--- config.mk ---
export PLATFORM = sky130hd
export DESIGN_NAME = alu_ex_stage
export DESIGN_NICKNAME = d
export VERILOG_FILES = /design/src/rtl/alu_ex_stage_pkg.sv /design/src/rtl/alu_ex_stage_alu.sv /design/src/rtl/alu_ex_stage.sv
export SDC_FILE = /design/constraint.sdc
export NUM_CORES = 1
export LEC_CHECK = 0
export CAP_MARGIN = 20
export CORE_ASPECT_RATIO = 1.1
export CORE_MARGIN = 3
export CORE_UTILIZATION = 49
export CTS_CLUSTER_SIZE = 28
export DETAILED_ROUTE_END_ITERATION = 10
export PLACE_DENSITY = 0.73
export RECOVER_POWER = 25
export SYNTH_ARGS = -nofsm -noshare
export SYNTH_HDL_FRONTEND = slang
export SYNTH_SLANG_ARGS = --single-unit
export TNS_END_PERCENT = 20
--- constraint.sdc ---
create_clock -name clk -period 6 [get_ports clk]
set_input_delay 1.8 -clock clk [delete_from_list [all_inputs] [get_ports clk]]
set_output_delay 1.8 -clock clk [all_outputs]
set_load 0.02 [all_outputs]
--- src/rtl/alu_ex_stage_pkg.sv ---
// Shared definitions for the execute stage: ALU opcode encodings, default
// datapath width and the stage occupancy states.
package alu_ex_stage_pkg;

    localparam int ALU_DATA_WIDTH = 32;
    localparam int ALU_OP_WIDTH   = 3;

    typedef enum logic [ALU_OP_WIDTH-1:0] {
        OP_AND  = 3'b000,
        OP_OR   = 3'b001,
        OP_ADD  = 3'b010,
        OP_SLTU = 3'b011,
        OP_XOR  = 3'b100,
        OP_NOR  = 3'b101,
        OP_SUB  = 3'b110,
        OP_SLT  = 3'b111
    } alu_op_t;

    // Occupancy of the {main, skid} pair; (main empty, skid full) cannot occur.
    typedef enum logic [1:0] {
        S_EMPTY = 2'b00,
        S_ONE   = 2'b01,
        S_FULL  = 2'b10
    } stage_state_t;

endpackage

--- src/rtl/alu_ex_stage_alu.sv ---
// Combinational ALU. CarryOut is the raw adder carry (A + ~B + 1 for SUB, so
// 1 means no borrow); Overflow/CarryOut are driven only for ADD and SUB.
module alu_ex_stage_alu
    import alu_ex_stage_pkg::*;
#(
    parameter int DATA_WIDTH = ALU_DATA_WIDTH
) (
    input  logic [DATA_WIDTH-1:0]   A,
    input  logic [DATA_WIDTH-1:0]   B,
    input  logic [ALU_OP_WIDTH-1:0] ALUop,
    output logic [DATA_WIDTH-1:0]   Result,
    output logic                    Zero,
    output logic                    Overflow,
    output logic                    CarryOut
);

    logic                  do_sub;
    logic [DATA_WIDTH-1:0] b_eff;
    logic [DATA_WIDTH-1:0] sum;
    logic                  carry;
    logic                  ovf;

    // One shared adder serves ADD, SUB and both set-less-than compares.
    always_comb begin
        do_sub = (ALUop == OP_SUB) || (ALUop == OP_SLT) || (ALUop == OP_SLTU);
        b_eff  = do_sub ? ~B : B;
        {carry, sum} = {1'b0, A} + {1'b0, b_eff} + {{DATA_WIDTH{1'b0}}, do_sub};
        ovf = (A[DATA_WIDTH-1] == b_eff[DATA_WIDTH-1]) &&
              (sum[DATA_WIDTH-1] != A[DATA_WIDTH-1]);

        Result   = '0;
        Overflow = 1'b0;
        CarryOut = 1'b0;
        case (ALUop)
            OP_AND:  Result = A & B;
            OP_OR:   Result = A | B;
            OP_XOR:  Result = A ^ B;
            OP_NOR:  Result = ~(A | B);
            OP_ADD, OP_SUB: begin
                Result   = sum;
                Overflow = ovf;
                CarryOut = carry;
            end
            OP_SLTU: Result = {{(DATA_WIDTH-1){1'b0}}, ~carry};
            OP_SLT:  Result = {{(DATA_WIDTH-1){1'b0}}, sum[DATA_WIDTH-1] ^ ovf};
            default: Result = '0;
        endcase
        Zero = (Result == '0);
    end

endmodule

--- src/rtl/alu_ex_stage.sv ---
// Registered execute stage with a two-entry skid buffer and registered in_ready.
// Optional perf counters (perf_ops, perf_ovf) are enabled by defining ALU_EX_PERF_EN.
module alu_ex_stage
    import alu_ex_stage_pkg::*;
#(
    parameter int DATA_WIDTH = ALU_DATA_WIDTH,
    parameter int DEST_WIDTH = 5
) (
    input  logic                    clk,
    input  logic                    rst,
    input  logic                    in_valid,
    output logic                    in_ready,
    input  logic [DATA_WIDTH-1:0]   in_A,
    input  logic [DATA_WIDTH-1:0]   in_B,
    input  logic [ALU_OP_WIDTH-1:0] in_ALUop,
    input  logic [DEST_WIDTH-1:0]   in_wdest,
    output logic                    out_valid,
    input  logic                    out_ready,
    output logic [DATA_WIDTH-1:0]   out_Result,
    output logic                    out_Zero,
    output logic                    out_Overflow,
    output logic                    out_CarryOut,
    output logic [DEST_WIDTH-1:0]   out_wdest
`ifdef ALU_EX_PERF_EN
    ,
    output logic [31:0]             perf_ops,
    output logic [31:0]             perf_ovf
`endif
);

    localparam int BW = DATA_WIDTH + 3 + DEST_WIDTH;

    stage_state_t          state, state_nxt;
    logic                  in_ready_q;
    logic [BW-1:0]         main_q, skid_q, in_bundle;
    logic [DATA_WIDTH-1:0] alu_result;
    logic                  alu_zero, alu_ovf, alu_carry;
    logic                  accept, fire;
    logic                  load_main_in, load_main_skid, load_skid;

    alu_ex_stage_alu #(.DATA_WIDTH(DATA_WIDTH)) u_alu (
        .A        (in_A),
        .B        (in_B),
        .ALUop    (in_ALUop),
        .Result   (alu_result),
        .Zero     (alu_zero),
        .Overflow (alu_ovf),
        .CarryOut (alu_carry)
    );

    assign in_bundle = {alu_result, alu_zero, alu_ovf, alu_carry, in_wdest};
    assign accept    = in_valid && in_ready_q;
    assign fire      = out_valid && out_ready;
    assign in_ready  = in_ready_q;
    assign out_valid = (state != S_EMPTY);
    assign {out_Result, out_Zero, out_Overflow, out_CarryOut, out_wdest} = main_q;

    always_comb begin
        state_nxt      = state;
        load_main_in   = 1'b0;
        load_main_skid = 1'b0;
        load_skid      = 1'b0;
        case (state)
            S_EMPTY: begin
                if (accept) begin
                    load_main_in = 1'b1;
                    state_nxt    = S_ONE;
                end
            end
            S_ONE: begin
                if (accept && fire) begin
                    load_main_in = 1'b1;
                end else if (accept) begin
                    load_skid = 1'b1;
                    state_nxt = S_FULL;
                end else if (fire) begin
                    state_nxt = S_EMPTY;
                end
            end
            S_FULL: begin
                if (fire) begin
                    load_main_skid = 1'b1;
                    state_nxt      = S_ONE;
                end
            end
            default: state_nxt = S_EMPTY;
        endcase
    end

    // in_ready is the registered complement of the next cycle's skid occupancy.
    always_ff @(posedge clk or posedge rst) begin
        if (rst) begin
            state      <= S_EMPTY;
            in_ready_q <= 1'b1;
        end else begin
            state      <= state_nxt;
            in_ready_q <= (state_nxt != S_FULL);
        end
    end

    always_ff @(posedge clk or posedge rst) begin
        if (rst) begin
            main_q <= '0;
            skid_q <= '0;
        end else begin
            if (load_main_in)
                main_q <= in_bundle;
            else if (load_main_skid)
                main_q <= skid_q;
            if (load_skid)
                skid_q <= in_bundle;
        end
    end

`ifdef ALU_EX_PERF_EN
    // Both counters saturate instead of wrapping.
    always_ff @(posedge clk or posedge rst) begin
        if (rst) begin
            perf_ops <= '0;
            perf_ovf <= '0;
        end else if (accept) begin
            if (perf_ops != 32'hFFFF_FFFF)
                perf_ops <= perf_ops + 32'd1;
            if (((in_ALUop == OP_ADD) || (in_ALUop == OP_SUB)) && alu_ovf &&
                (perf_ovf != 32'hFFFF_FFFF))
                perf_ovf <= perf_ovf + 32'd1;
        end
    end
`endif

endmodule
Word-level counts from Yosys, hierarchy flattened
Cells that the tools add are included.
- add/subtract/negate cells: 2
- multiply operators: 0
- divide/modulo/power cells: 0
- $lt $le $gt $ge: 0
- equal/unequal tests: 12
- shifts and indexed selects: 0
- multiplexer cells: 19
- bitwise gates (word level): 7
- reduce and logical (&&, ||, !) cells: 12
- operators by type and width (cell ; count):
    $pmux W32 S7 ; 1
    $mux W40 ; 2
    $not A32 Y32 ; 2
    $add A32 B32 Y33 ; 1
    $add A33 B1 Y33 ; 1
    $and A32 B32 Y32 ; 1
    $logic_not A32 Y1 ; 1
    $mux W32 ; 1
    $or A32 B32 Y32 ; 1
    $xor A32 B32 Y32 ; 1
    $eq A3 B3 Y1 const B ; 4
    $mux W2 ; 5
    $mux W1 ; 8
    $eq A3 B2 Y1 const B ; 2
    $pmux W2 S3 ; 1
    $logic_and A1 B1 Y1 ; 4
    $reduce_bool A2 Y1 ; 2
    $eq A3 B1 Y1 const B ; 1
    $logic_not A3 Y1 ; 1
    $eq A2 B1 Y1 const B ; 1
    $eq A2 B2 Y1 const B ; 1
    $logic_not A2 Y1 ; 1
    $logic_or A1 B1 Y1 ; 2
    $ne A2 B2 Y1 const B ; 1
    other kinds (6) ; 6
- bits in registers: 83
- latch bits: 0
- memory bits (writable): 0
- ROM bits: 0
- input bits: 76
- output and inout bits: 42
- word-level logic and storage cells: 56
- memories: 0

Depth between registers and ports, before layout
Gate-level depths: netlist of the first run.
- word-level depth: 12
- mapped depth: 17
- depth with buffers taken out: 14

Cells and area by module
From an unflattened synthesis of the first run, not the netlist that was laid out.
- cells, all modules: 883
- area total of the unflattened synthesis: 8459.4 µm²
- modules (own cells, without submodules) (module ; times used ; cells an instance ; area each (µm²) ; sequential area each (µm²)):
    alu_ex_stage_alu ; 1 ; 653 ; 4694.5 ; 0.0
    alu_ex_stage ; 1 ; 230 ; 3764.9 ; 2078.2

Least setup slack after synthesis of the first run
OpenSTA, ideal clock, no wires.
- path kind: input-to-reg
- start point: in in_ALUop[1]
- end point: reg main_q[7]
- library setup time: 0.082 ns
- data arrival time: 5.540 ns
- required time: 5.918 ns
- path slack: 0.377 ns
- stages on the path: 16
- path buffers: 3
- cell sequence: buf_4 -> o21a_1 -> buf_2 -> buf_1 -> mux2i_1 -> fa_1 -> nand2b_2 -> a211oi_2 -> o21ai_1 -> a31o_1 -> or4_1 -> or4_1 -> a2111o_1 -> nor4_2 -> nand4_1 -> o22ai_1
- longest elaborated chain between the ends: 12
- RTL lines (item ; line ; source):
    start: declaration ; alu_ex_stage.sv:15 ; input logic [ALU_OP_WIDTH-1:0] in_ALUop,
    $eq A3 B3 Y1 ; alu_ex_stage_alu.sv:25, alu_ex_stage_alu.sv:34 ;
    $logic_or A1 B1 Y1 (2 in a row) ; alu_ex_stage_alu.sv:25 ; do_sub = (ALUop == OP_SUB) || (ALUop == OP_SLT) || (ALUop == OP_SLTU);
    $mux W32 ; alu_ex_stage_alu.sv:26 ; b_eff = do_sub ? ~B : B;
    $add A32 B32 Y33 ; alu_ex_stage_alu.sv:27 ; {carry, sum} = {1'b0, A} + {1'b0, b_eff} + {{DATA_WIDTH{1'b0}}, do_sub};
    $add A33 B1 Y33 ; alu_ex_stage_alu.sv:27 ;
    $ne A1 B1 Y1 ; alu_ex_stage_alu.sv:29 ; (sum[DATA_WIDTH-1] != A[DATA_WIDTH-1]);
    $logic_and A1 B1 Y1 ; alu_ex_stage_alu.sv:28 ; ovf = (A[DATA_WIDTH-1] == b_eff[DATA_WIDTH-1]) &&
    $xor A1 B1 Y1 ; alu_ex_stage_alu.sv:45 ; OP_SLT: Result = {{(DATA_WIDTH-1){1'b0}}, sum[DATA_WIDTH-1] ^ ovf};
    $pmux W32 S7 * ; alu_ex_stage_alu.sv:34 ; case (ALUop)
    $logic_not A32 Y1 * ; alu_ex_stage_alu.sv:48 ; Zero = (Result == '0);
    $mux W40 * ; alu_ex_stage.sv:106 ; if (load_main_in)
    end signal: assignment ; alu_ex_stage.sv:107 ; main_q <= in_bundle;
    end signal: assignment ; alu_ex_stage.sv:109 ; main_q <= skid_q;
    end: declaration ; alu_ex_stage.sv:35 ; logic [BW-1:0] main_q, skid_q, in_bundle;
Every way passes the cells marked *; elsewhere a longest branch is shown, timed or not.
A chain may end at the register's enable or synchronous reset.

Worst setup path after layout of the first run
- start point: in in_ALUop[1]
- end point: reg skid_q[7]
- longest elaborated chain between the ends: 11
- RTL lines (item ; line ; source):
    $eq A3 B3 Y1 ; alu_ex_stage_alu.sv:25, alu_ex_stage_alu.sv:34 ;
    $logic_or A1 B1 Y1 (2 in a row) ; alu_ex_stage_alu.sv:25 ;
    $mux W32 ; alu_ex_stage_alu.sv:26 ;
    $add A32 B32 Y33 ; alu_ex_stage_alu.sv:27 ;
    $add A33 B1 Y33 ; alu_ex_stage_alu.sv:27 ;
    $ne A1 B1 Y1 ; alu_ex_stage_alu.sv:29 ;
    $logic_and A1 B1 Y1 ; alu_ex_stage_alu.sv:28 ;
    $xor A1 B1 Y1 ; alu_ex_stage_alu.sv:45 ;
    $pmux W32 S7 * ; alu_ex_stage_alu.sv:34 ;
    $logic_not A32 Y1 * ; alu_ex_stage_alu.sv:48 ;
    end signal: assignment ; alu_ex_stage.sv:111 ; skid_q <= in_bundle;
    end: declaration ; alu_ex_stage.sv:35 ;
Marked as above.

==> results of run 1 <==
cell usage after synthesis, types with 6 or more instances:
cell type / count
nand2_1: 150
clkbuf_8: 9
o21ai_1: 11
nor2b_1: 11
a22oi_1: 12
xnor2_1: 41
o21ai_0: 67
mux2i_1: 24
a211oi_1: 23
a31oi_1: 16
dfrtp_1: 82
xor2_1: 11
o21a_1: 9
o21bai_1: 6
and3_1: 15
buf_2: 9
nor3_1: 9
buf_1: 11
a21o_1: 11
mux2_2: 21
inv_1: 76
o211ai_1: 6
a21oi_1: 51
nand3_1: 13
clkbuf_1: 25
o31ai_1: 8
ha_1: 96
nor2_1: 64
o22ai_1: 10
layout make-up:
cell class	count	area, um^2
tap	200	250
inverter	77	290
clock buffer	9	225
timing repair buffer	148	1420
fill	1433	6240
sequential	83	2080
clock inverter	6	57.6
multi-input combinational	787	5470
critical path: cells and delay by family:
kind            cells  cell delay, ns
simple gates        3            1.27
buf+inv             2            0.70
compound gates      8            1.66
xor+xnor            1            0.09
fa+ha+maj           1            0.42
metrics by stage:
stage	area [um^2]	power, mW	setup WS (ns)	std cells
CTS	9790	3.08	0.373	1310
global route	9790	3.30	0.0831	1310
finish	9790	3.07	0.322	1310
detailed placement	9510	2.54	0.0466	1295
global placement	9510	2.51	0.140	1295
floorplan	8200	1.93	0.377	1007
metal layers:
| layer | vias up | GRT usage | wire [um] |
|---|---|---|---|
| li1 | 3752 | - | - |
| met1 | 3620 | 0.363 | 10800 |
| met2 | 246 | 0.407 | 10400 |
| met3 | 34 | 0.0358 | 1150 |
| met4 | 0 | 0.0719 | 464 |
| met5 | - | 0 | 0 |
power by group through the flow:
stage	sequential, mW	combinational (mW)	clock [mW]
finish	0.978	1.57	0.525
global placement	0.975	1.54	0
floorplan	1.11	0.826	0
global route	1.01	1.73	0.559
CTS	0.977	1.57	0.535
detailed placement	0.986	1.56	0
final timing paths:
path,end,slack [ns]
setup / recovery,skid_q[7],0.32
hold / removal,main_q[4],0.47
setup reg to reg,main_q[7],3.57
hold reg to reg,main_q[4],0.47
max in group asynchronous,skid_q[27],2.20
min in group asynchronous,main_q[10],2.56
state kept, by name, summed over array words and instances, names as in the netlist:
register / cells
main_q: 40
skid_q: 40
state: 2
in_ready: 1
cells by family (layout without fill, tap and decap cells):
group	after synthesis	count (layout)
adders and majority gates	97	97
xor gates and xnor gates	52	52
and+or+nand+nor	306	306
buffers and inverters	137	240
muxes	46	46
AOI/OAI and AO/OA	286	286
DFF	83	83
==> implementation parameters, run 1 <==
Parameter                              Value

Worst setup path
  CP Max Fanout ... 24
  Startpoint types ... input port
  Biggest cell delay along the critical path ... 0.68 ns
  Data required, critical path ... 6.27 ns
  Worst Setup SP ... in_ALUop[1]
  Reg-to-reg critical path startpoint ... state[0]
  Series of cell instances along the critical path ... clkdlybuf4s50_1 -> o21a_2 -> buf_12 -> xnor2_1 -> ha_1 -> nand2_1 -> nor4_1 -> o211ai_1 -> a21boi_1 -> o2111a_1 -> o21a_1 -> o21a_1 -> o311ai_0 -> or4b_2 -> o21ai_1
  Length in cells of the worst reg-to-reg path ... 6
  Arrival time at the worst endpoint ... 5.94 ns
  Library cell contributing the largest single delay on the critical path ... or4b_2
  Startpoint-to-endpoint class of the critical path ... in -> reg
  Critical path's most frequent cell ... o21a_1
  CP Capture Type ... flip-flop

Detailed routing
  Number of DRC violations after detailed-routing iteration 0 ... 591
  DR vias ... 7652
  Total iterations of the first detailed-routing run ... 7
  Via density per instance ... 5.84
  Average wire length per cell after detail routing ... 17.4 um
  Post-route ant nets ... 0
  Drt total wl ... 22.8 mm
  DRC violations left ... 0

Cells and area
  Most frequent cells in the layout ... nand2_1 (149), clkdlybuf4s50_1 (114), ha_1 (96), dfrtp_1 (82), inv_1 (75)
  Share of post-route cells with drive strength above 1 ... 0.0883
  Share of the core filled with cells in the final layout ... 0.611
  Leading cell type in the layout, fill and taps excluded ... nand2_1
  Antenna fix cells ... 0
  Area growth from synthesis to layout ... 19.5%
  Total number of nets in the final design ... 1279

Clock tree
  Max Root-Sink Buffers ... 2
  H-tree depth ... 3
  Root buf cell ... clkbuf_16
  Clock buffer count from CTS ... 9
  Buffers inserted during post-CTS setup optimization ... 0
  Clock sink count ... 83
  CTS clk-pin slew, worst paths ... 0.06 ns
  Clock tree from TritonCTS ... yes
  Hold-fix buffers, CTS ... 0
  Worst skew pair latency ... 0.34 ns
  Post-cts resize count ... 0

Floorplanning
  Area of the placeable core ... 16000 um^2
  Initial core utilization ... 0.511
  Die outline width ... 129 um
  Area enclosed by the die boundary ... 18300 um^2
  Cell Rows ... 48
  Overall die height ... 142 um
  Top-level port count ... 118

Hold path
  Startpoint of the tightest hold check path ... main_q[4]
  Hold path cells ... 2
  Class of the worst hold path ... reg -> reg

Power and ir drop
  Power density relative to cell area ... 313 nW/um^2
  Power spent charging and discharging nets ... 1.22 mW
  Sequential group share of total power ... 0.319
  Sw frac ... 0.397
  Proportion of power drawn by the clock network ... 0.171
  Static leakage power ... 4.53 nW
  Worst IR drop on VDD ... 0.000182 V
  Power share of the combinational group ... 0.510
  P_int ... 1.85 mW

Placement
  Sum of net half-perimeters after detailed placement ... 17.7 mm
  Port Buffers ... 117
  Routability Congestion ... 0.982

Logic synthesis
  Simple-Gate Fraction of Synth Area ... 0.169
  Total number of yosys warnings ... 0
  Cell area after technology mapping ... 8200 um^2
  Main synth FF type ... dfrtp_1
  Synth area leaders ... dfrtp_1 (25%), ha_1 (15%), nand2_1 (6.9%), xnor2_1 (4.4%), o21ai_0 (4.1%)
  Fraction of post-synthesis cell area in the top cell type by area ... 0.250
  Post-synth EDFFs ... 0
  Compound-gate portion of the synthesized area ... 0.233
  Sequential share of the synthesized area ... 0.254
  Async SR Flop Fraction ... 1.00
  Number of storage elements in the synthesis netlist ... 83
  Number of instances in the synthesized netlist ... 1007
  Biggest area consumer among synthesized cells ... dfrtp_1
  Dominant combinational cell family by area after synthesis ... compound AO/OA/AOI/OAI gates
  Area share of fa/ha/maj cells after synthesis ... 0.149
  Multiplexer share of the synthesized area ... 0.0595
  Net Count, Synth ... 1180
  Post-Syn Area per Cell ... 8.14 um^2
  Yosys cell types ... 85
  XOR/XNOR share of the synthesized area ... 0.0556

Outcome
  Violations in the final reports ... max-capacitance violations, max-slew violations
  Status ... finished, violations left

STA
  Max Clock Freq ... 176 MHz
  Post-route fraction of the period consumed by the critical path ... 0.946
  Unrepaired setup endpoints after global routing ... false
  Post-Route Hold Slack ... 0.471 ns
  Max-slew headroom ... -0.605
  Number of endpoints with negative hold slack in the final report ... 0
  Measured slew at the worst slew-check pin ... 2.39 ns
  Period minus WS final ... 5.68 ns
  Setup total negative slack ... 0 ns
  Worst clock skew ... 0.00697 ns
  Pins over their slew limit ... 57
  Endpoints failing setup ... 0

Global routing
  Global-route congestion overflow total ... 0
  Antenna violations before repair ... 0
  Wire length of the first global-routing pass ... 38.1 mm
  Tot GR Track Use ... 0.256
  Vias in the first global route ... 7464
  Maximum number of pins on one net before global-route repair ... 68

Job
  Number of max-cap violations ... 1
No activity file was read; power rests on OpenSTA's default activity.
==> run 2: changes to the inputs <==
Settings changed: RECOVER_POWER 25 to 100.
==> run 2 against run 1 <==
The flow still finishes with violations (max-capacitance violations, max-slew violations). Highest routed layer unchanged. Critical path type unchanged. Clock power hardly changed. Hold slack lost 0.0063 ns. Setup slack got worse by 0.057 ns.
==> implementation parameters, run 2 (same netlist as run 1, synthesis figures left out) <==
Parameter                              Value

Outcome
  Status ... finished, violations left
  Violations in the final reports ... max-capacitance violations, max-slew violations

Worst setup path
  Data required, critical path ... 6.26 ns
  Startpoint-to-endpoint class of the critical path ... in -> reg
  CP Max Fanout ... 6
  CP Capture Type ... flip-flop
  Startpoint types ... input port
  Worst Setup SP ... in_ALUop[1]
  Arrival time at the worst endpoint ... 5.99 ns
  Reg-to-reg critical path startpoint ... state[0]

Detailed routing
  Total iterations of the first detailed-routing run ... 5
  Drt total wl ... 22.8 mm
  Post-route ant nets ... 0
  Via density per instance ... 5.85
  DRC violations left ... 0
  DR vias ... 7665
  Average wire length per cell after detail routing ... 17.4 um
  Number of DRC violations after detailed-routing iteration 0 ... 531

Clock tree
  Root buf cell ... clkbuf_16
  Worst skew pair latency ... 0.34 ns
  Hold-fix buffers, CTS ... 0
  Clock sink count ... 83
  Max Root-Sink Buffers ... 2
  Clock tree from TritonCTS ... yes
  CTS clk-pin slew, worst paths ... 0.06 ns
  Clock buffer count from CTS ... 9
  Post-cts resize count ... 0
  H-tree depth ... 3
  Buffers inserted during post-CTS setup optimization ... 0

STA
  Period minus WS final ... 5.74 ns
  Endpoints failing setup ... 0
  Post-Route Hold Slack ... 0.465 ns
  Max-slew headroom ... -0.704
  Worst clock skew ... 0.00672 ns
  Number of endpoints with negative hold slack in the final report ... 0
  Max Clock Freq ... 174 MHz
  Setup total negative slack ... 0 ns
  Post-route fraction of the period consumed by the critical path ... 0.956
  Unrepaired setup endpoints after global routing ... false
  Measured slew at the worst slew-check pin ... 2.56 ns
  Pins over their slew limit ... 117
  Worst-case setup margin in the final layout ... 0.265 ns

Placement
  Port Buffers ... 117
  Sum of net half-perimeters after detailed placement ... 17.7 mm
  Post-placement cell count ... 1295
  Pre-CTS setup slack ... 0.0466 ns
  Routability Congestion ... 0.982

Floorplanning
  Top-level port count ... 118
  Overall die height ... 142 um
  Initial core utilization ... 0.511
  Cell Rows ... 48
  Die outline width ... 129 um
  Area of the placeable core ... 16000 um^2
  Area enclosed by the die boundary ... 18300 um^2

Global routing
  Wire length of the first global-routing pass ... 38.1 mm
  Vias in the first global route ... 7464
  Global-route congestion overflow total ... 0
  Tot GR Track Use ... 0.256
  Maximum number of pins on one net before global-route repair ... 68
  Antenna violations before repair ... 0

Cells and area
  Leading cell type in the layout, fill and taps excluded ... nand2_1
  Share of post-route cells with drive strength above 1 ... 0.0793
  Total number of nets in the final design ... 1279
  Count of non-filler cells in the finished layout ... 1310
  Biggest registers after layout ... main_q (40), skid_q (40), state (2)
  Antenna fix cells ... 0
  Area growth from synthesis to layout ... 19.1%
  Most frequent cells in the layout ... nand2_1 (149), ha_1 (96), dfrtp_1 (82), inv_1 (75)

Power and ir drop
  Power density relative to cell area ... 308 nW/um^2
  Worst IR drop on VDD ... 0.000180 V
  Static leakage power ... 4.53 nW

Hold path
  Class of the worst hold path ... reg -> reg
  Startpoint of the tightest hold check path ... main_q[4]

Job
  Number of max-cap violations ... 2
run 2: cell count changes in the layout (fill, tap and decap cells not counted), sizes merged:
cell           delta
dlygate4sd3      +44
buf               -8
clkbuf            +8
clkdlybuf4s50    -44
run 2: final cells by class:
type	count	area, um^2
clock buffers	9	225
clock inverters	6	57.6
flip-flops and latches	83	2080
well taps	200	250
inverters	77	290
multi-input cells	787	5470
fillers	1443	6270
repair buffers	148	1390
run 2: worst max-delay path, stage by stage:
cell and delay (ns):
clkdlybuf4s50_1 0.48, o21a_2 0.25, xnor2_1 0.16, inv_1 0.08
fa_1 0.40, nand2b_2 0.22, a211oi_1 0.29, clkbuf_1 0.24
o211ai_1 0.15, a21boi_1 0.29, o2111a_1 0.25, o21a_1 0.18
o21a_1 0.18, o311ai_0 0.20, or4b_2 0.67, o21ai_0 0.15
run 2: worst paths after layout:
| kind | endpoint | slack [ns] | cells after the start |
|---|---|---|---|
| min in group asynchronous | main_q[10] | 2.55 | 2 |
| hold reg to reg | main_q[4] | 0.46 | 2 |
| setup reg to reg | skid_q[21] | 2.81 | 4 |
| setup / recovery | skid_q[7] | 0.26 | 16 |
| hold / removal | main_q[4] | 0.46 | 2 |
| max in group asynchronous | skid_q[25] | 1.34 | 3 |
run 2: through the flow:
stage                     power [mW]   util  cell area [um^2]
final                           3.01  0.609              9760
after global routing            3.24  0.609              9760
after CTS                       3.08  0.611              9790
after detailed placement        2.54  0.593              9510
after global placement          2.51  0.593              9510
after floorplan                 1.93      -              8200
run 2: power breakdown:
part / internal [mW] / switching [mW]
clock: 0.316 / 0.209
sequential: 0.821 / 0.151
combinational: 0.660 / 0.849
run 2: layer usage:
| metal | global-route usage | vias to the layer above | routed length (um) |
|---|---|---|---|
| li1 | - | 3759 | - |
| met1 | 0.363 | 3641 | 10800 |
| met2 | 0.407 | 231 | 10300 |
| met3 | 0.0358 | 34 | 1160 |
| met4 | 0.0719 | 0 | 466 |
| met5 | 0 | - | 0 |
==> run 3: changes to the inputs <==
Settings changed: CAP_MARGIN 20 to not set, SYNTH_HIERARCHICAL set to 1.
==> run 3 against run 2 <==
The run still ends with max-capacitance violations, max-slew violations left. Non-clock buffer count fell by 2. Highest routed layer unchanged. Critical endpoint is now skid_q[30]. Power increased by 3.3%. Global-route usage is 2.3 points lower. Cell count down 6.0%. Largest cell class unchanged. Synthesized area up 3.2%. Critical path type unchanged. Combinational power up 4%. Die area rose by 3.0%.
==> implementation parameters, run 3 <==
Parameter                              Value

Floorplanning
  Cell Rows ... 49
  Overall die height ... 144 um
  Area of the placeable core ... 16600 um^2
  Area enclosed by the die boundary ... 18900 um^2
  Die outline width ... 131 um
  Top-level port count ... 118
  Initial core utilization ... 0.509

Detailed routing
  Total iterations of the first detailed-routing run ... 5
  DR vias ... 6972
  Drt total wl ... 22.1 mm
  DRC violations left ... 0
  Number of DRC violations after detailed-routing iteration 0 ... 395
  Post-route ant nets ... 0
  Via density per instance ... 5.66
  Average wire length per cell after detail routing ... 18.0 um

Global routing
  Global-route congestion overflow total ... 0
  Maximum number of pins on one net before global-route repair ... 67
  Vias in the first global route ... 7005
  Wire length of the first global-routing pass ... 36.0 mm
  Tot GR Track Use ... 0.233
  Antenna violations before repair ... 0

Worst setup path
  CP Max Fanout ... 21
  Arrival time at the worst endpoint ... 6.00 ns
  Data required, critical path ... 6.22 ns
  Reg-to-reg critical path startpoint ... in_ready
  Worst setup slack for register-to-register paths ... 1.96 ns
  Startpoint types ... input port
  Critical register-to-register path endpoint ... skid_q[30]
  CP Capture Type ... flip-flop
  Worst Setup SP ... out_ready
  Startpoint-to-endpoint class of the critical path ... in -> reg
  Length in cells of the worst reg-to-reg path ... 4

STA
  Measured slew at the worst slew-check pin ... 2.89 ns
  Post-route fraction of the period consumed by the critical path ... 0.964
  Endpoints failing setup ... 0
  Number of endpoints with negative hold slack in the final report ... 0
  Max-slew headroom ... -0.945
  Worst clock skew ... 0.00406 ns
  Max Clock Freq ... 173 MHz
  Period minus WS final ... 5.78 ns
  Worst-case setup margin in the final layout ... 0.219 ns
  Pins over their slew limit ... 119
  Unrepaired setup endpoints after global routing ... false
  Setup total negative slack ... 0 ns

Logic synthesis
  Fraction of post-synthesis cell area in the top cell type by area ... 0.243
  Yosys cell types ... 82
  Synth area leaders ... dfrtp_1 (24%), ha_1 (14%), mux2_2 (11%), xnor2_1 (7.7%), mux2_4 (7.1%)
  Cell area after technology mapping ... 8460 um^2
  Main synth FF type ... dfrtp_1
  Most instantiated library cell after synthesis ... ha_1
  Post-Syn Area per Cell ... 9.58 um^2
  Async SR Flop Fraction ... 1.00
  Total number of yosys warnings ... 6
  Number of instances in the synthesized netlist ... 883
  Number of storage elements in the synthesis netlist ... 83
  Commonest cells in the netlist ... ha_1 (96), mux2_2 (84), dfrtp_1 (82), inv_1 (79), xnor2_1 (74)
  Post-synth EDFFs ... 0
  Net Count, Synth ... 1056
  Biggest area consumer among synthesized cells ... dfrtp_1
  Sequential share of the synthesized area ... 0.246

Cells and area
  Antenna fix cells ... 0
  Most frequent cells in the layout ... ha_1 (96), mux2_2 (83), dfrtp_1 (82), inv_1 (78), xnor2_1 (74)
  Leading cell type in the layout, fill and taps excluded ... ha_1
  Share of post-route cells with drive strength above 1 ... 0.160
  Cell area after layout ... 10100 um^2
  Total number of nets in the final design ... 1171
  Share of the core filled with cells in the final layout ... 0.609
  Biggest registers after layout ... main_q (40), skid_q (40), state (2)
  Count of non-filler cells in the finished layout ... 1232
  Area growth from synthesis to layout ... 19.7%

Placement
  Port Buffers ... 117
  Post-placement cell count ... 1216
  Routability Congestion ... 0.916
  Pre-CTS setup slack ... -0.0539 ns
  Sum of net half-perimeters after detailed placement ... 16.9 mm
  Cell area after placement ... 9930 um^2

Clock tree
  Root buf cell ... clkbuf_16
  Max Root-Sink Buffers ... 2
  Worst skew pair latency ... 0.33 ns
  Clock tree from TritonCTS ... yes
  CTS clk-pin slew, worst paths ... 0.06 ns
  H-tree depth ... 3
  Buffers inserted during post-CTS setup optimization ... 0
  Clock buffer count from CTS ... 9
  Clock sink count ... 83
  Hold-fix buffers, CTS ... 0

Hold path
  Hold path cells ... 1
  Endpoint of the worst hold-timing path ... skid_q[12]
  Class of the worst hold path ... reg -> reg
  Startpoint of the tightest hold check path ... skid_q[12]

Power and ir drop
  Static leakage power ... 4.69 nW
  Worst IR drop on VDD ... 0.000237 V
  Power density relative to cell area ... 307 nW/um^2

Outcome
  Status ... finished, violations left
  Violations in the final reports ... max-capacitance violations, max-slew violations

Job
  Number of max-cap violations ... 3
[run 3: cell types whose count changed in the layout (fill, tap and decap cells not counted), sizes merged, moves of 8 or more]
cell    before  now
mux2        22  129
a31oi       16    4
and3        15    2
nor2        64   45
a211oi      26   10
nand2      151   51
nand3       13    5
o21ai       78   35
xnor2       41   74
a22oi       12    3
[run 3: worst max path at each step]
stage               cells past startpoint    endpoint
global placement                       16   skid_q[7]
detailed placement                     16   skid_q[7]
CTS                                    16   skid_q[7]
global route                           16   skid_q[7]
finish                                  5  skid_q[30]
floorplan                              16   skid_q[7]
[run 3: timing repair]
item,CTS,global route
hold endpoints to repair,0,0
setup endpoints to repair,0,2
resized for setup,0,1
[run 3: worst max-delay path, stage by stage]
cell,delay [ns]
dlygate4sd3_1,0.62
nand2b_1,0.20
nor3_1,2.20
clkbuf_2,0.76
mux2_2,0.40
[run 3: kinds of logic after synthesis]
logic type / Yosys count / share of synthesized area
simple gates: 157 / 0.0924
mux: 155 / 0.220
compound gates: 184 / 0.145
fa+ha+maj: 97 / 0.144
buf+inv: 122 / 0.0648
flops: 83 / 0.246
xor+xnor: 85 / 0.0880
[run 3: metrics by stage]
stage	power (mW)	hold slack, ns
floorplan	2.06	0.458
global placement	2.62	0.472
detailed placement	2.65	0.479
CTS	3.26	0.498
global route	3.30	0.506
finish	3.11	0.483
[run 3: where the power goes]
group | switching [mW] | internal [mW]
sequential | 0.137 | 0.810
clock | 0.222 | 0.363
combinational | 0.779 | 0.795
[run 3: layer usage]
layer	GRT usage	wire, um	vias to the layer above	share of wire
met5	0	0	-	0
met1	0.281	9220	3315	0.42
met4	0.0851	825	0	0.037
met2	0.419	10900	235	0.49
met3	0.0420	1170	54	0.053
li1	-	-	3368	-
[run 3: cell type report]
cell class                 instances  area [um^2]
fill                            1453         6490
multi-input combinational        678         5740
sequential                        83         2080
timing repair buffer             146         1400
inverter                          80          302
tap                              229          287
clock buffer                       9          225
clock inverter                     7         91.3
==> RTL change 1 (config.mk and constraints of run 1) <==
Add a define of `ALU_EX_PERF_EN`.
--- a/src/rtl/alu_ex_stage.sv
+++ b/src/rtl/alu_ex_stage.sv
@@ -1,5 +1,7 @@
 // Registered execute stage with a two-entry skid buffer and registered in_ready.
 // Optional perf counters (perf_ops, perf_ovf) are enabled by defining ALU_EX_PERF_EN.
+`define ALU_EX_PERF_EN
+
 module alu_ex_stage
     import alu_ex_stage_pkg::*;
 #(
Check against the original RTL (old outputs only; new: perf_ops and perf_ovf): equivalent (Yosys induction, for registers that start in step).
==> RTL change 1 against run 1 <==
The flow still finishes with violations (capacitance limit, slew limit). Sequential cell count rose by 64. Power rose by 48%. Worst setup slack got worse by 0.13 ns. Final cell count rose by 42%. Synthesized area rose by 36%. Routed wire length rose by 38%. Worst hold slack improved by 0.0059 ns. Final area rose by 47%. Maximum frequency fell by 2.2%. Die area rose by 35%. First-iteration DRC count rose by 23%. Critical endpoint is now main_q[7]$_DFFE_PP0P_.
==> RTL change 1: results (changes against run 1) <==
GRT Total Usage 0.252 (was 0.256); leading registers by flop count main_q (40), skid_q (40) (was main_q (40), skid_q (40), state (2)); violated checks capacitance limit, slew limit (unchanged); CP max FO 12 (was 24); CTS H-tree depth 4 (was 3); top_reg_cell synth dfrtp_1 (unchanged); Detailed Routing Iterations Pass 1 6 (was 7); vias in the first global route 10100 (was 7464); Slowest cell on crit path or4b_1 (was or4b_2); FILL cells 1912 (was 1433); Mapped Nets 1508 (was 1180); synth cell count leaders 237 x nand2_1, 146 x dfrtp_1, 98 x ha_1, 93 x xnor2_1 (was 150 x nand2_1, 96 x ha_1, 82 x dfrtp_1, 76 x inv_1, 67 x o21ai_0); largest net degree at the start of global routing 102 (was 68); pre-CTS WS -0.236 ns (was 0.0466 ns); first-pass GRT wire length 50600 um (was 38100 um); Max-cap violations 1 (unchanged); worst skew pair latency 0.41 ns (was 0.34 ns); CP max stage delay 0.57 ns (was 0.68 ns); Final Max Slew Viols 102 (was 57); IO buf count 181 (was 117); cts bufs inserted 17 (was 9); synth unique cells 78 (was 85); Root Buffer clkbuf_16 (unchanged); dominant cells by area after synthesis dfrtp_1 33%, ha_1 11%, nand2_1 8.0%, xnor2_1 7.3%, xor2_1 3.3% (was dfrtp_1 25%, ha_1 15%, nand2_1 6.9%, xnor2_1 4.4%, o21ai_0 4.1%); status finished with violations (unchanged); P_leak 0.00674 uW (was 0.00453 uW); final WL 31500 um (was 22800 um); clock skew 0.00889 ns (was 0.00697 ns); share of cells above drive strength 1 0.0947 (was 0.0883); register area share after synthesis 0.329 (was 0.254); 1st-iter DRT viols 724 (was 591); Final nets 1726 (was 1279); Worst slew margin -0.414 (was -0.605); placed wire-length estimate 23900 um (was 17700 um); Arrival @ worst endpoint 6.15 ns (was 5.94 ns); GPL Wtd Cong 0.945 (was 0.982); delay-heaviest family, CP simple AND/OR/NAND/NOR gates (was compound AO/OA/AOI/OAI gates); peak supply drop 227 uV (was 182 uV)
RTL change 1: changes by cell type in the layout (fill, tap and decap cells not counted), moves of 16 or more:
cell | run 1 | this run
dfrtp_1 | 82 | 146
o21ai_0 | 67 | 51
xor2_1 | 11 | 42
buf_4 | 29 | 81
and3_1 | 15 | 34
nand2_1 | 149 | 237
nor2_1 | 63 | 83
nand4_1 | 5 | 26
xnor2_1 | 41 | 93
clkdlybuf4s50_1 | 114 | 177
RTL change 1: tightest hold or removal path, cell delays in order (launching register included):
cell,delay (ns)
dfrtp_1,0.34
nand2_1,0.05
nand2_1,0.05
RTL change 1: layout make-up:
type / instances / area [sq um] / share of cell area
Tap cell: 295 / 369 / 0.0256
Multi-Input combinational cell: 1038 / 6950 / 0.482
Inverter: 84 / 319 / 0.0221
Clock inverter: 13 / 233 / 0.0161
Clock buffer: 18 / 429 / 0.0298
Sequential cell: 147 / 3680 / 0.255
Timing Repair Buffer: 263 / 2440 / 0.169
RTL change 1: stage by stage:
stage	instances	cell area [sq um]
5_1_grt	1858	14400
6_report	1858	14400
3_3_place_gp	1826	13700
3_5_place_dp	1826	13700
2_1_floorplan	1333	11200
4_1_cts	1857	14400
RTL change 1: final timing paths:
path | from | to | slack, ns | cells past startpoint
max | in_ALUop[1] | main_q[7]$_DFFE_PP0P_ | 0.19 | 16
max reg2reg | perf_ops[17]$_DFFE_PP0P_ | perf_ops[25]$_DFFE_PP0P_ | 3.19 | 10
min reg2reg | main_q[1]$_DFFE_PP0P_ | main_q[1]$_DFFE_PP0P_ | 0.48 | 2
max in group asynchronous | rst | skid_q[29]$_DFFE_PP0P_ | 2.29 | 3
min | main_q[1]$_DFFE_PP0P_ | main_q[1]$_DFFE_PP0P_ | 0.48 | 2
min in group asynchronous | rst | perf_ops[22]$_DFFE_PP0P_ | 2.53 | 2
RTL change 1: routing by layer:
metal / track usage / vias up / routed length [um]
met2: 0.439 / 355 / 15200
met5: 0 / - / 0
met3: 0.0373 / 44 / 1810
met4: 0.0624 / 0 / 584
li1: - / 5063 / -
met1: 0.331 / 5099 / 13800
RTL change 1: cell families after synthesis:
kind of cell    Yosys count  synth area share
simple gates            498             0.208
compound gates          270             0.161
buf+inv                 148            0.0510
flops                   147             0.329
xor+xnor                135             0.106
fa+ha+maj                99             0.111
mux                      36            0.0332
RTL change 1: timing repair:
item,4_1_cts,5_1_grt
resized for setup,0,2
hold buffers,0,0
endpoints found under the setup margin,0,3
RTL change 1: power by group:
part / switching (uW) / internal [uW] / total, uW
combinational: 1030 / 840 / 1870
sequential: 208 / 1290 / 1490
clock: 406 / 779 / 1190
==> RTL change 2 (config.mk and constraints of run 1) <==
Without the edit above. Encoding of `stage_state_t`: now one-hot (3 bits for 3 states).
--- a/src/rtl/alu_ex_stage_pkg.sv
+++ b/src/rtl/alu_ex_stage_pkg.sv
@@ -17,10 +17,10 @@
     } alu_op_t;
 
     // Occupancy of the {main, skid} pair; (main empty, skid full) cannot occur.
-    typedef enum logic [1:0] {
-        S_EMPTY = 2'b00,
-        S_ONE   = 2'b01,
-        S_FULL  = 2'b10
+    typedef enum logic [2:0] {
+        S_EMPTY = 3'b001,
+        S_ONE   = 3'b010,
+        S_FULL  = 3'b100
     } stage_state_t;
 
 endpackage
Function: no difference found for any inputs over 4 cycles, from zero or initial values and one cycle with rst high; so few cycles prove little.
==> RTL change 2 against run 1 <==
Routed wire length down 1.5%. Critical endpoint is now main_q[7]$_DFFE_PP0P_. Worst hold slack better by 0.0095 ns. Non-clock buffer count decreased by 5. The flow still finishes with violations (capacitance limit, slew limit). Worst setup slack improved by 0.33 ns. Final area up 3.3%. Count of clock-buffer cells in the layout grew 4. Power shrank 0.13%. Sequential cell count is 1 higher. Synthesized area rose by 2.4%.
==> RTL change 2: results (changes against run 1) <==
Final nets 1310 (was 1279); GPL Wtd Cong 0.956 (was 0.982); vias in the first global route 7326 (was 7464); Resize count post-CTS 0 (unchanged); drt drc 0 (unchanged); 1st-iter DRT viols 548 (was 591); clock buffer depth 2 (unchanged); placed wire-length estimate 17500 um (was 17700 um); Reg2Reg Depth 5 (was 6); P_leak 0.00450 uW (was 0.00453 uW); Worst Hold Slack 0.481 ns (was 0.471 ns); R2R Path Start state[2]$_DFF_PP0_ (was state[0]$_DFF_PP0_); synth warn 0 (unchanged); synth cell count leaders 96 x ha_1, 93 x nand2_1, 91 x o21ai_0, 87 x inv_1, 82 x dfrtp_1 (was 150 x nand2_1, 96 x ha_1, 82 x dfrtp_1, 76 x inv_1, 67 x o21ai_0); cts bufs inserted 9 (unchanged); IO buf count 117 (unchanged); Least-Margin Pin Slew 2.11 ns (was 2.39 ns); post-CTS setup buffers 0 (unchanged); via count 7894 (was 7652); Mapped Nets 1221 (was 1180); WL met3 1350 um (was 1150 um); Arrival @ worst endpoint 5.60 ns (was 5.94 ns); Antenna Cells 0 (unchanged); leading registers by flop count main_q (40), skid_q (40), state (3) (was main_q (40), skid_q (40), state (2)); share of cells above drive strength 1 0.0613 (was 0.0883); flop-to-flop setup slack 3.51 ns (was 3.57 ns); final WL 22400 um (was 22800 um); first-pass GRT wire length 36500 um (was 38100 um); clock skew 0.00638 ns (was 0.00697 ns); register area share after synthesis 0.251 (was 0.254); Detailed Routing Iterations Pass 1 5 (was 7); synth unique cells 73 (was 85); WL met2 10400 um (about the same); HP Start skid_q[5]$_DFFE_PP0P_ (was main_q[4]$_DFFE_PP0P_); GRT Total Usage 0.241 (was 0.256); Max Used Layer met4 (unchanged); Max-cap violations 2 (was 1); Placed Area 0.00978 sq mm (was 0.00951 sq mm); RR Endpoint main_q[26]$_DFFE_PP0P_ (was main_q[7]$_DFFE_PP0P_); Final Max Slew Viols 87 (was 57); Slowest cell on crit path clkdlybuf4s50_1 (was or4b_2); dominant cells by area after synthesis dfrtp_1 24%, ha_1 14%, o21ai_0 5.4%, mux2i_1 5.1%, xnor2_1 4.7% (was dfrtp_1 25%, ha_1 15%, nand2_1 6.9%, xnor2_1 4.4%, o21ai_0 4.1%); violated checks capacitance limit, slew limit (unchanged); largest net degree at the start of global routing 71 (was 68); M1 wire length 10300 um (was 10800 um); status finished with violations (unchanged); CP max FO 25 (was 24); worst hold path endpoint skid_q[5]$_DFFE_PP0P_ (was main_q[4]$_DFFE_PP0P_); CP max stage delay 0.52 ns (was 0.68 ns); CTS H-tree depth 3 (unchanged); peak supply drop 207 uV (was 182 uV)
[RTL change 2: cell types whose count changed in the layout (fill, tap and decap cells not counted), moves of 7 or more]
cell	before	now
nand2_1	149	93
nor2b_1	11	36
o21ai_0	67	91
mux2i_1	24	43
nor3_1	8	23
nor2_1	63	76
and3_1	15	4
inv_1	75	86
nand2b_1	4	15
o31ai_1	8	16
mux2_2	21	14
[RTL change 2: cell families after synthesis]
| logic type | share of synthesized area |
|---|---|
| adder cells (fa/ha/maj) | 0.146 |
| AO/OA/AOI/OAI | 0.232 |
| flip-flops | 0.251 |
| XOR/XNOR | 0.0574 |
| multiplexers | 0.0701 |
| AND/OR/NAND/NOR | 0.174 |
| buffers and inverters | 0.0702 |
[RTL change 2: how the worst max path moves through the flow]
stage / start / to / slack [ns] / cells after the start
floorplan: in_ALUop[2] / main_q[7]$_DFFE_PP0P_ / 0.62 / 16
global placement: in_ALUop[1] / main_q[7]$_DFFE_PP0P_ / 0.38 / 15
detailed placement: in_ALUop[1] / main_q[7]$_DFFE_PP0P_ / 0.31 / 15
CTS: in_ALUop[1] / main_q[7]$_DFFE_PP0P_ / 0.65 / 15
global route: rst / skid_q[27]$_DFFE_PP0P_ / 0.20 / 3
finish: in_ALUop[1] / main_q[7]$_DFFE_PP0P_ / 0.65 / 15
[RTL change 2: layout make-up]
| class | count | area, sq um |
|---|---|---|
| fill | 1514 | 6430 |
| multi-input combinational | 812 | 5710 |
| sequential | 84 | 2100 |
| timing repair buffer | 143 | 1390 |
| inverter | 87 | 328 |
| clock buffer | 13 | 260 |
| tap | 204 | 255 |
| clock inverter | 3 | 68.8 |
[RTL change 2: power breakdown]
group / switching (uW) / leakage [uW] / internal (uW)
combinational: 846 / 0.00327 / 679
sequential: 137 / 0.00107 / 805
clock: 210 / 0.000160 / 388
total: 1190 / 0.00450 / 1870
[RTL change 2: worst max-delay path, delay by kind of cell]
family / cells / cell delay [ns]
compound gates: 8 / 1.98
simple gates: 2 / 0.43
buf+inv: 2 / 0.73
fa+ha+maj: 1 / 0.33
xor+xnor: 2 / 0.31
[RTL change 2: through the flow]
stage,instances,worst slack [ns]
after CTS,1345,0.648
after detailed placement,1329,0.306
after global placement,1329,0.379
after floorplan,1048,0.622
final,1346,0.652
after global routing,1346,0.198
[RTL change 2: routing by layer]
layer,GRT usage,up-vias
met5,0,-
met4,0.0715,0
met3,0.0247,35
met2,0.391,265
met1,0.340,3712
li1,-,3882
